$ cat src/rtl/countdown_timer_bcd.sv
// countdown_timer_bcd: two-digit BCD countdown with one-second prescaler, start/cancel/timeout.
// Optional level-sensitive pause input when COUNTDOWN_PAUSE_EN is defined.
`default_nettype none

module countdown_timer_bcd #(
  parameter int CLK_FREQ = 100000000
) (
  input  logic       clk,
  input  logic       reset,
  input  logic [7:0] load_val,
  input  logic       start,
  input  logic       cancel,
`ifdef COUNTDOWN_PAUSE_EN
  input  logic       pause,
`endif
  output logic [8:0] seconds,
  output logic       busy,
  output logic       timeout,
  output logic       bad_load
);

  localparam int PW = (CLK_FREQ > 2) ? $clog2(CLK_FREQ) : 1;
  localparam logic [PW-1:0] TICK_AT = PW'(CLK_FREQ - 1);

  typedef enum logic [0:0] {
    IDLE = 1'b0,
    RUN  = 1'b1
  } state_t;

  state_t        state_q, state_d;
  logic [PW-1:0] presc_q, presc_d;
  logic [7:0]    count_q, count_d;
  logic [8:0]    seconds_q, seconds_d;
  logic          busy_q, busy_d;
  logic          timeout_q, timeout_d;
  logic          bad_load_q, bad_load_d;

  logic          pause_w;
  logic          load_ok_w;
  logic          run_w;

`ifdef COUNTDOWN_PAUSE_EN
  assign pause_w = pause;
`else
  assign pause_w = 1'b0;
`endif

  assign load_ok_w = (load_val[7:4] <= 4'd9) && (load_val[3:0] <= 4'd9);
  // A frozen RUN neither advances the prescaler nor ticks.
  assign run_w     = (state_q == RUN) && !pause_w;

  always_comb begin
    state_d    = state_q;
    presc_d    = presc_q;
    count_d    = count_q;
    timeout_d  = 1'b0;
    bad_load_d = 1'b0;

    if (cancel) begin
      if (state_q == RUN) begin
        state_d = IDLE;
        presc_d = '0;
      end
    end else if (start && load_ok_w) begin
      state_d = RUN;
      count_d = load_val;
      presc_d = '0;
    end else begin
      // A rejected start leaves the countdown running as if it never happened.
      bad_load_d = start;
      if (run_w) begin
        if (presc_q == TICK_AT) begin
          presc_d = '0;
          if (count_q == 8'h00) begin
            state_d   = IDLE;
            timeout_d = 1'b1;
          end else if (count_q[3:0] != 4'd0) begin
            count_d = {count_q[7:4], count_q[3:0] - 4'd1};
          end else begin
            count_d = {count_q[7:4] - 4'd1, 4'd9};
          end
        end else begin
          presc_d = presc_q + 1'b1;
        end
      end
    end

    seconds_d = (state_d == RUN) ? {1'b1, count_d} : 9'h000;
    busy_d    = (state_d == RUN);
  end

  always_ff @(posedge clk) begin
    if (reset) begin
      state_q    <= IDLE;
      presc_q    <= '0;
      count_q    <= 8'h00;
      seconds_q  <= 9'h000;
      busy_q     <= 1'b0;
      timeout_q  <= 1'b0;
      bad_load_q <= 1'b0;
    end else begin
      state_q    <= state_d;
      presc_q    <= presc_d;
      count_q    <= count_d;
      seconds_q  <= seconds_d;
      busy_q     <= busy_d;
      timeout_q  <= timeout_d;
      bad_load_q <= bad_load_d;
    end
  end

  assign seconds  = seconds_q;
  assign busy     = busy_q;
  assign timeout  = timeout_q;
  assign bad_load = bad_load_q;

endmodule

`default_nettype wire

$ cat config.mk
export PLATFORM = sky130hd
export DESIGN_NAME = countdown_timer_bcd
export DESIGN_NICKNAME = d
export VERILOG_FILES = /design/src/rtl/countdown_timer_bcd.sv
export SDC_FILE = /design/constraint.sdc
export NUM_CORES = 1
export LEC_CHECK = 0
export CORE_MARGIN = 8
export CORE_UTILIZATION = 30
export CTS_CLUSTER_SIZE = 25
export DETAILED_ROUTE_END_ITERATION = 10
export GPL_ROUTABILITY_DRIVEN = 0
export GPL_TIMING_DRIVEN = 0
export MAX_ROUTING_LAYER = met4
export PLACE_DENSITY = 0.49
export SYNTH_ARGS = -nofsm -noshare
export SYNTH_HDL_FRONTEND = slang
export SYNTH_SLANG_ARGS = --single-unit
$ cat constraint.sdc
create_clock -name clk -period 2.9 [get_ports clk]
set_input_delay 0.29 -clock clk [delete_from_list [all_inputs] [get_ports clk]]
set_output_delay 0.29 -clock clk [all_outputs]
set_load 0.05 [all_outputs]
**Yosys cells after proc, flatten, opt, wreduce, memory -nomap -nowiden**

Cells that the tools add are included.
W data, S select, Z words.

- Logic and storage cells: 44
- Memories: 0
- Register bits after elaboration: 47
- Input port bits: 12
- ROM bits: 0
- Bits in writable memories: 0
- Output and inout bits: 12
- Bits in latches: 0

- Add/sub/neg operators: 3
- Shift-type cells: 0
- Multiply operators: 0
- Divide/modulo/power cells: 0
- Order comparisons: 2
- Eq/ne operators: 2
- Reduce and logical (&&, ||, !) cells: 9
- Mux-type cells: 18
- Bitwise logic cells: 3

Operators with widths:

| cell | number |
|---|---|
| $mux W27 | 5 |
| $mux W8 | 6 |
| $add A27 B1 Y27 const B | 1 |
| $eq A27 B27 Y1 const B | 1 |
| $mux W9 | 1 |
| $le A4 B4 Y1 const B | 2 |
| $logic_not A8 Y1 | 1 |
| $sub A4 B1 Y4 const B | 2 |
| $mux W1 | 6 |
| $reduce_or A5 Y1 | 1 |
| $reduce_bool A4 Y1 | 1 |
| $not A1 Y1 | 3 |
| $reduce_or A3 Y1 | 1 |
| $logic_and A1 B1 Y1 | 2 |
| $ne A2 B1 Y1 const B | 1 |
| $reduce_and A2 Y1 | 1 |
| $reduce_bool A2 Y1 | 1 |
| $reduce_or A2 Y1 | 1 |

**Longest topological paths before layout**

Gate-level depths: netlist of the first run.

- Depth after elaboration: 8
- Gate-level depth with buffers: 9
- Mapped depth without buffers: 8

**Least setup slack after synthesis of the first run**

Ideal clock, no wire load.

- Kind: reg-to-reg
- Start point: register presc_q[0]
- End point: register presc_q[22]
- Stages on the path, launching flop included: 10
- Period minus slack after synthesis: 2.255 ns
- Library setup time: 0.126 ns
- Arrival time: 2.129 ns
- Setup slack: 0.645 ns
- Required time: 2.774 ns
- Buffers on the path: 2
- Cells stage by stage: dfxtp_1 > ha_1 > nand3_1 > or4_1 > buf_2 > or3_1 > and4b_1 > buf_2 > a41oi_1 > a31oi_1

- Word-level cells in the longest chain between the ends: 5
- Elaborated cells between the ends (all ways): 6
- Classes of those cells: add/sub (1); eq/ne (1); mux (4)

Ends and longest elaborated chain:

| element | RTL line | text |
|---|---|---|
| start, declared | 31 | `logic [PW-1:0] presc_q, presc_d;` |
| start signal, assigned | 103 | `presc_q <= presc_d;` |
| $add A27 B1 Y27 / $eq A27 B27 Y1 (equally long branches) | 83, 72 |  |
| $mux W27 * | 72 | `if (presc_q == TICK_AT) begin` |
| $mux W27 * | 71 | `if (run_w) begin` |
| $mux W27 * | 64 | `end else if (start && load_ok_w) begin` |
| $mux W27 * | 59 | `if (cancel) begin` |

Every way passes the cells marked *; elsewhere a longest branch is shown, timed or not. The select of a mux whose other input is x is not followed.
A chain may end at the register's enable or synchronous reset.

**Worst setup path in the final report of the first run**

- Start point: register presc_q[0]
- End point: register presc_q[12]

The elaborated chain is that of the path after synthesis.

==> flow_summary.yaml, run 1 <==
run_status:
  run_status: "finished clean"
power_and_ir_drop:
  total_power_mw: 1.17
  p_seq_frac: 0.556
  leakage_nw: 0.905
  power.net_switching_mw: 0.309
  cellInternalPower_mw: 0.858
  vdd.ir_drop.worst_mv: 0.247
  clock_power_share: 0.340
  p_comb_frac: 0.104
  switching_share: 0.265
  powerDensity_nw_per_um2: 426
setup_path:
  setup.worst_path.end_class: "flop"
  reg2reg_to: "presc_q[12]"
  cp_slowest_cell: "sky130_fd_sc_hd__or4_1"
  timing.critical_path.buf_inv: 2
  critPathMaxFanout: 10
  worst-r2r-cell-count: 9
  cp_top_family: "simple AND/OR/NAND/NOR gates"
  crit_path_start_kind: "flop"
  worstPathRequired_ns: 3.09
  timing.rr.start: "presc_q[0]"
  setup.worst_path.start: "presc_q[0]"
  critPathArrivalTime_ns: 2.84
  crit_chain: "ha_1 -> nand3_1 -> or4_1 -> buf_2 -> or3_1 -> and2_1 -> o21bai_2 -> buf_4 -> nor2_1"
  max_stage_delay_ns: 0.45
  setup.worst_path.class: "reg2reg"
  r2r_setup_slack_ns: 0.25
hold_path:
  timing.hold.worst_path_depth: 2
  hold_start: "presc_q[1]"
  min_delay_worst_type: "reg2reg"
  min_delay_worst_endpoint: "presc_q[1]"
detailed_routing:
  routed_wire_length_per_instance_um: 14.0
  final_antenna_net_count: 0
  drt_iter0_drc: 75
  drtPass1Iterations: 4
  drc: 0
  vias: 2026
  avgViaCountPerCell: 4.88
  routed_wl_um: 5810
synthesis:
  leading_area_contributor_after_synthesis: "sky130_fd_sc_hd__dfxtp_1"
  yosysWarningCount: 0
  post_synth_instance_area_um2: 2290
  synth_top_area_share: 0.402
  synth_sequential_area_ratio: 0.402
  cell_types_with_the_largest_area_share_after_synthesis: "sky130_fd_sc_hd__dfxtp_1 40%, sky130_fd_sc_hd__nor2_1 6.9%, sky130_fd_sc_hd__xnor2_1 5.3%, sky130_fd_sc_hd__nand2_1 4.3%, sky130_fd_sc_hd__a31oi_1 3.0%"
  post_synth_inst_count: 282
  syn-num-nets: 297
  synthDistinctLibCells: 44
  synth.avg_cell_area_um2: 8.13
  ys_ff_latch: 46
global_route:
  first_global_vias: 2038
  grt-ovfl-total: 0
  gr-usage-all-layers: 0.119
  antenna_found_initial: 0
  global_route_wire_length_before_repair_um: 9700
  largest_net_degree_at_the_start_of_global_routing: 15
die:
  die_h_um: 103
  initial_utilization: 0.303
  design.die.area_um2: 10700
  pin_count: 24
  floorplan.core_area_um2: 7570
  placement_rows: 32
  dieWidth_um: 103
clock_tree:
  cts_made_buffers: 5
  worst_path_clk_slew_ns: 0.08
  clock_latency_ns: 0.31
  postCtsHoldBufs: 0
  cts.sink_count: 46
  clock-root-buffer: "sky130_fd_sc_hd__clkbuf_8"
  ctsResizeCount: 0
  total_setup_buffers_inserted_after_cts: 0
  clock_tree_from_tritoncts: "done"
  cts_htree_levels: 2
  cts.path.max_buffers: 2
sta:
  number_of_pins_with_negative_max_slew_slack_in_the_final_report: 0
  finalSetupViolations: 0
  worst_slack_ns: 0.251
  worst_slew_margin_rel: 0.415
  finalClockSkew_ns: 0.0185
  crit_path_time_final_ns: 2.65
  setup_repair_after_global_routing_missed_its_margin: "no"
  timing_hold_violations_final: 0
  portion_of_the_clock_cycle_consumed_by_the_worst_path_in_the_final_layout: 0.913
  highest_clock_frequency_the_design_can_meet_mhz: 378
  tightestPinTransition_ns: 0.869
placement:
  detailedPlacementHpwl_um: 4380
  post-place-ws_ns: -0.113
  numPortBuffers: 23
job:
  cap_violations: 0
finish:
  fin_nets: 327
  diodes: 0
  seq_area_um2: 921
  layout-area-overhead-vs-synth_pct: 19.4
  multi_input_area_um2: 1290
  num-fill-cells: 786
  drive_above_1_share: 0.0607
[cells in the mapped netlist, drive strengths merged]
cell / count
o31ai: 1
a41o: 1
nor3: 9
or2: 2
ha: 3
nor2: 42
nor4: 5
o21bai: 1
a31oi: 11
nor4b: 3
a211oi: 1
inv: 8
o211ai: 2
nand2: 26
or4: 1
buf: 6
dfxtp: 46
nor2b: 4
mux2: 1
a22oi: 1
a21oi: 9
o21ai: 13
and2: 4
nand4b: 2
nand2b: 4
and4: 1
and4b: 1
a41oi: 3
nor3b: 6
or3: 4
clkbuf: 3
xor2: 7
o311ai: 1
nand4: 10
xnor2: 14
nand3: 14
and3: 8
a211o: 1
nand3b: 3
[through the flow]
stage          instances  instance area [um^2]  hold WS, ns   util  TNS [ns]
2_1_floorplan        282                  2290        0.451      -         0
3_3_place_gp         407                  2650        0.484  0.350    -0.193
3_5_place_dp         407                  2650        0.487  0.350    -0.204
4_1_cts              415                  2740        0.499  0.362         0
5_1_grt              415                  2740        0.514  0.362         0
6_report             415                  2740        0.495  0.362         0
[power groups by stage]
stage | Combinational [mW] | Sequential, mW | Clock (mW)
global placement | 0.123 | 0.664 | 0
global route | 0.135 | 0.651 | 0.439
finish | 0.121 | 0.649 | 0.397
floorplan | 0.0687 | 0.669 | 0
detailed placement | 0.122 | 0.664 | 0
CTS | 0.122 | 0.649 | 0.413
[state kept, by name, summed over array words and instances (netlist names)]
| signal | count |
|---|---|
| seconds | 9 |
| count_q | 8 |
| presc_q | 27 |
| timeout | 1 |
| bad_load | 1 |
[tightest hold or removal path: stages, from the launching register on]
cell	delay, ns
sky130_fd_sc_hd__dfxtp_1	0.34
sky130_fd_sc_hd__nand2_1	0.06
sky130_fd_sc_hd__a21oi_1	0.05
[logic make-up after synthesis]
family	synth area share
compound gates	0.123
xor+xnor	0.0802
fa+ha+maj	0.0164
buf+inv	0.0371
flops	0.402
mux	0.00491
simple gates	0.336
[final cells by class]
type,instances,share of cell area
multi-input combinational,219,0.470
sequential,46,0.337
timing repair buffer,23,0.0841
tap,102,0.0466
clock buffer,6,0.0265
buffer,9,0.0201
inverter,8,0.0110
clock inverter,2,0.00503
[worst max path at each step]
| stage | to | slack [ns] | cells past startpoint |
|---|---|---|---|
| floorplan | presc_q[22] | 0.64 | 9 |
| global placement | presc_q[24] | -0.10 | 7 |
| detailed placement | presc_q[24] | -0.11 | 7 |
| CTS | presc_q[24] | 0.21 | 7 |
| global route | presc_q[24] | 0.03 | 7 |
| finish | presc_q[12] | 0.25 | 9 |
[cell usage in the layout, fill, tap and decap left out, types with 7 or more instances in the layout]
master                            count
sky130_fd_sc_hd__xor2_1               7
sky130_fd_sc_hd__nand4_1             10
sky130_fd_sc_hd__clkdlybuf4s50_1     23
sky130_fd_sc_hd__o21ai_0             13
sky130_fd_sc_hd__and3_1               7
sky130_fd_sc_hd__nand2_1             26
sky130_fd_sc_hd__dfxtp_1             46
sky130_fd_sc_hd__nand3_1             13
sky130_fd_sc_hd__a21oi_1              9
sky130_fd_sc_hd__nor2_1              42
sky130_fd_sc_hd__a31oi_1             11
sky130_fd_sc_hd__nor3_1               9
sky130_fd_sc_hd__inv_1                8
sky130_fd_sc_hd__xnor2_1             14
[routing by layer]
layer	track usage	wire (um)
met5	-	0
met4	0.0389	88
met3	0.0234	208
met2	0.202	2780
met1	0.138	2730
Power figures use the tool's default switching activity.
==> inputs of run 2 (changes only) <==
--- a/config.mk
+++ b/config.mk
@@ -7,7 +7,7 @@
 export LEC_CHECK = 0
 export CORE_MARGIN = 8
 export CORE_UTILIZATION = 30
-export CTS_CLUSTER_SIZE = 25
+export CTS_CLUSTER_SIZE = 16
 export DETAILED_ROUTE_END_ITERATION = 10
 export GPL_ROUTABILITY_DRIVEN = 0
 export GPL_TIMING_DRIVEN = 0
==> constraint.sdc (replaced) <==
create_clock -name clk -period 2.65 [get_ports clk]
set_input_delay 0.265 -clock clk [delete_from_list [all_inputs] [get_ports clk]]
set_output_delay 0.265 -clock clk [all_outputs]
set_load 0.05 [all_outputs]
==> flow_summary.yaml, run 2 (synthesis results as in run 1) <==
run_status:
  run_status: "finished clean"
clock_tree:
  worst_path_clk_slew_ns: 0.08
  clock_latency_ns: 0.31
  cts_made_buffers: 5
  clock-root-buffer: "sky130_fd_sc_hd__clkbuf_8"
  cts.path.max_buffers: 2
  clock_tree_from_tritoncts: "done"
  cts.sink_count: 46
  postCtsHoldBufs: 0
  cts_htree_levels: 2
die:
  initial_utilization: 0.303
  floorplan.core_area_um2: 7570
  dieWidth_um: 103
  design.die.area_um2: 10700
  die_h_um: 103
  placement_rows: 32
  pin_count: 24
placement:
  detailedPlacementHpwl_um: 4380
  placed_cells: 407
  dpl-instance-area_um2: 2650
  post-place-ws_ns: -0.338
  numPortBuffers: 23
global_route:
  grt_most_used_layer: "met2"
  grt_util_met2: 0.202
  grt-ovfl-total: 0
  gr-usage-all-layers: 0.119
  use_met3: 0.0234
  antenna_found_initial: 0
  largest_net_degree_at_the_start_of_global_routing: 15
  first_global_vias: 2039
  met1_usage: 0.138
  global_route_wire_length_before_repair_um: 9680
hold_path:
  timing.hold.worst_path_depth: 2
  min_delay_worst_type: "reg2reg"
finish:
  diodes: 0
  fin_cells: 415
  max_flop_register: "presc_q"
  final_core_util: 0.366
  most_common_cell_after_layout_fill_and_taps_aside: "sky130_fd_sc_hd__dfxtp_1"
  post-route-cell-area_um2: 2770
  drive_above_1_share: 0.0735
  largest_register_ff_count: 27
  num-fill-cells: 782
  final_cell_mix: "45 x sky130_fd_sc_hd__dfxtp_1, 42 x sky130_fd_sc_hd__nor2_1, 26 x sky130_fd_sc_hd__nand2_1"
  layout-area-overhead-vs-synth_pct: 20.9
  fin_nets: 327
power_and_ir_drop:
  total_power_mw: 1.28
  leakage_nw: 0.909
  vdd.ir_drop.worst_mv: 0.264
  powerDensity_nw_per_um2: 461
detailed_routing:
  routed_wire_length_per_instance_um: 14.0
  drt_iter0_drc: 76
  avgViaCountPerCell: 4.92
  final_antenna_net_count: 0
  drtPass1Iterations: 4
  routed_wl_um: 5820
  vias: 2042
  drc: 0
setup_path:
  setup.worst_path.end_class: "flop"
  r2r_setup_slack_ns: 0.12
  critPathArrivalTime_ns: 2.72
  setup.worst_path.class: "reg2reg"
  crit_path_start_kind: "flop"
  critPathMaxFanout: 10
  worst-r2r-cell-count: 9
  worstPathRequired_ns: 2.84
sta:
  number_of_pins_with_negative_max_slew_slack_in_the_final_report: 0
  finalSetupTns_ns: 0
  highest_clock_frequency_the_design_can_meet_mhz: 396
  portion_of_the_clock_cycle_consumed_by_the_worst_path_in_the_final_layout: 0.954
  finalClockSkew_ns: 0.0173
  timing_hold_violations_final: 0
  worst_slack_ns: 0.122
  setup_repair_after_global_routing_missed_its_margin: "no"
  tightestPinTransition_ns: 0.997
  finalSetupViolations: 0
  crit_path_time_final_ns: 2.53
  fin_worst_hold_slack_ns: 0.495
  worst_slew_margin_rel: 0.327
job:
  cap_violations: 0
## run 2: cell counts in the layout (fill, tap and decap cells not counted)
No cell type changed its count.
## run 2: worst max-delay path: stages (launching register included)
cell and delay, ns:
sky130_fd_sc_hd__dfxtp_1 0.38, sky130_fd_sc_hd__ha_1 0.20, sky130_fd_sc_hd__nand3_2 0.15, sky130_fd_sc_hd__or4_1 0.43, sky130_fd_sc_hd__buf_2 0.18, sky130_fd_sc_hd__or3_1 0.40
sky130_fd_sc_hd__and2_1 0.24, sky130_fd_sc_hd__o21bai_4 0.21, sky130_fd_sc_hd__buf_6 0.18, sky130_fd_sc_hd__nor2_1 0.06
## run 2: final cells by class
cell class              instances  area, um^2  area share
multi-input cells             219        1310       0.474
flip-flops and latches         46         922       0.333
repair buffers                 23         230      0.0831
well taps                     102         128      0.0460
clock buffers                   6        72.6      0.0262
plain buffers                   9        62.6      0.0226
inverters                       8        30.0      0.0108
clock inverters                 2        13.8     0.00497
## run 2: worst paths after layout
kind | startpoint | endpoint
max reg2reg | presc_q[1] | presc_q[12]
min reg2reg | presc_q[1] | presc_q[1]
min | presc_q[1] | presc_q[1]
max | presc_q[1] | presc_q[12]
## run 2: what timing repair did
item	4_1_cts	5_1_grt
endpoints found under the setup margin	20	25
hold endpoints to repair	0	0
gates resized for setup	3	4
setup buffers	0	0
## run 2: report_power, final
part | total [mW] | switching (mW) | internal, mW | leakage (nW)
logic | 0.136 | 0.0818 | 0.0544 | 0.492
clock network | 0.432 | 0.245 | 0.187 | 0.0452
registers | 0.711 | 0.0104 | 0.700 | 0.372
## run 2: layer usage
layer,part of all wire,up-vias
li1,-,1068
met1,0.47,940
met2,0.48,28
met3,0.035,6
met4,0.0076,0
met5,0,-
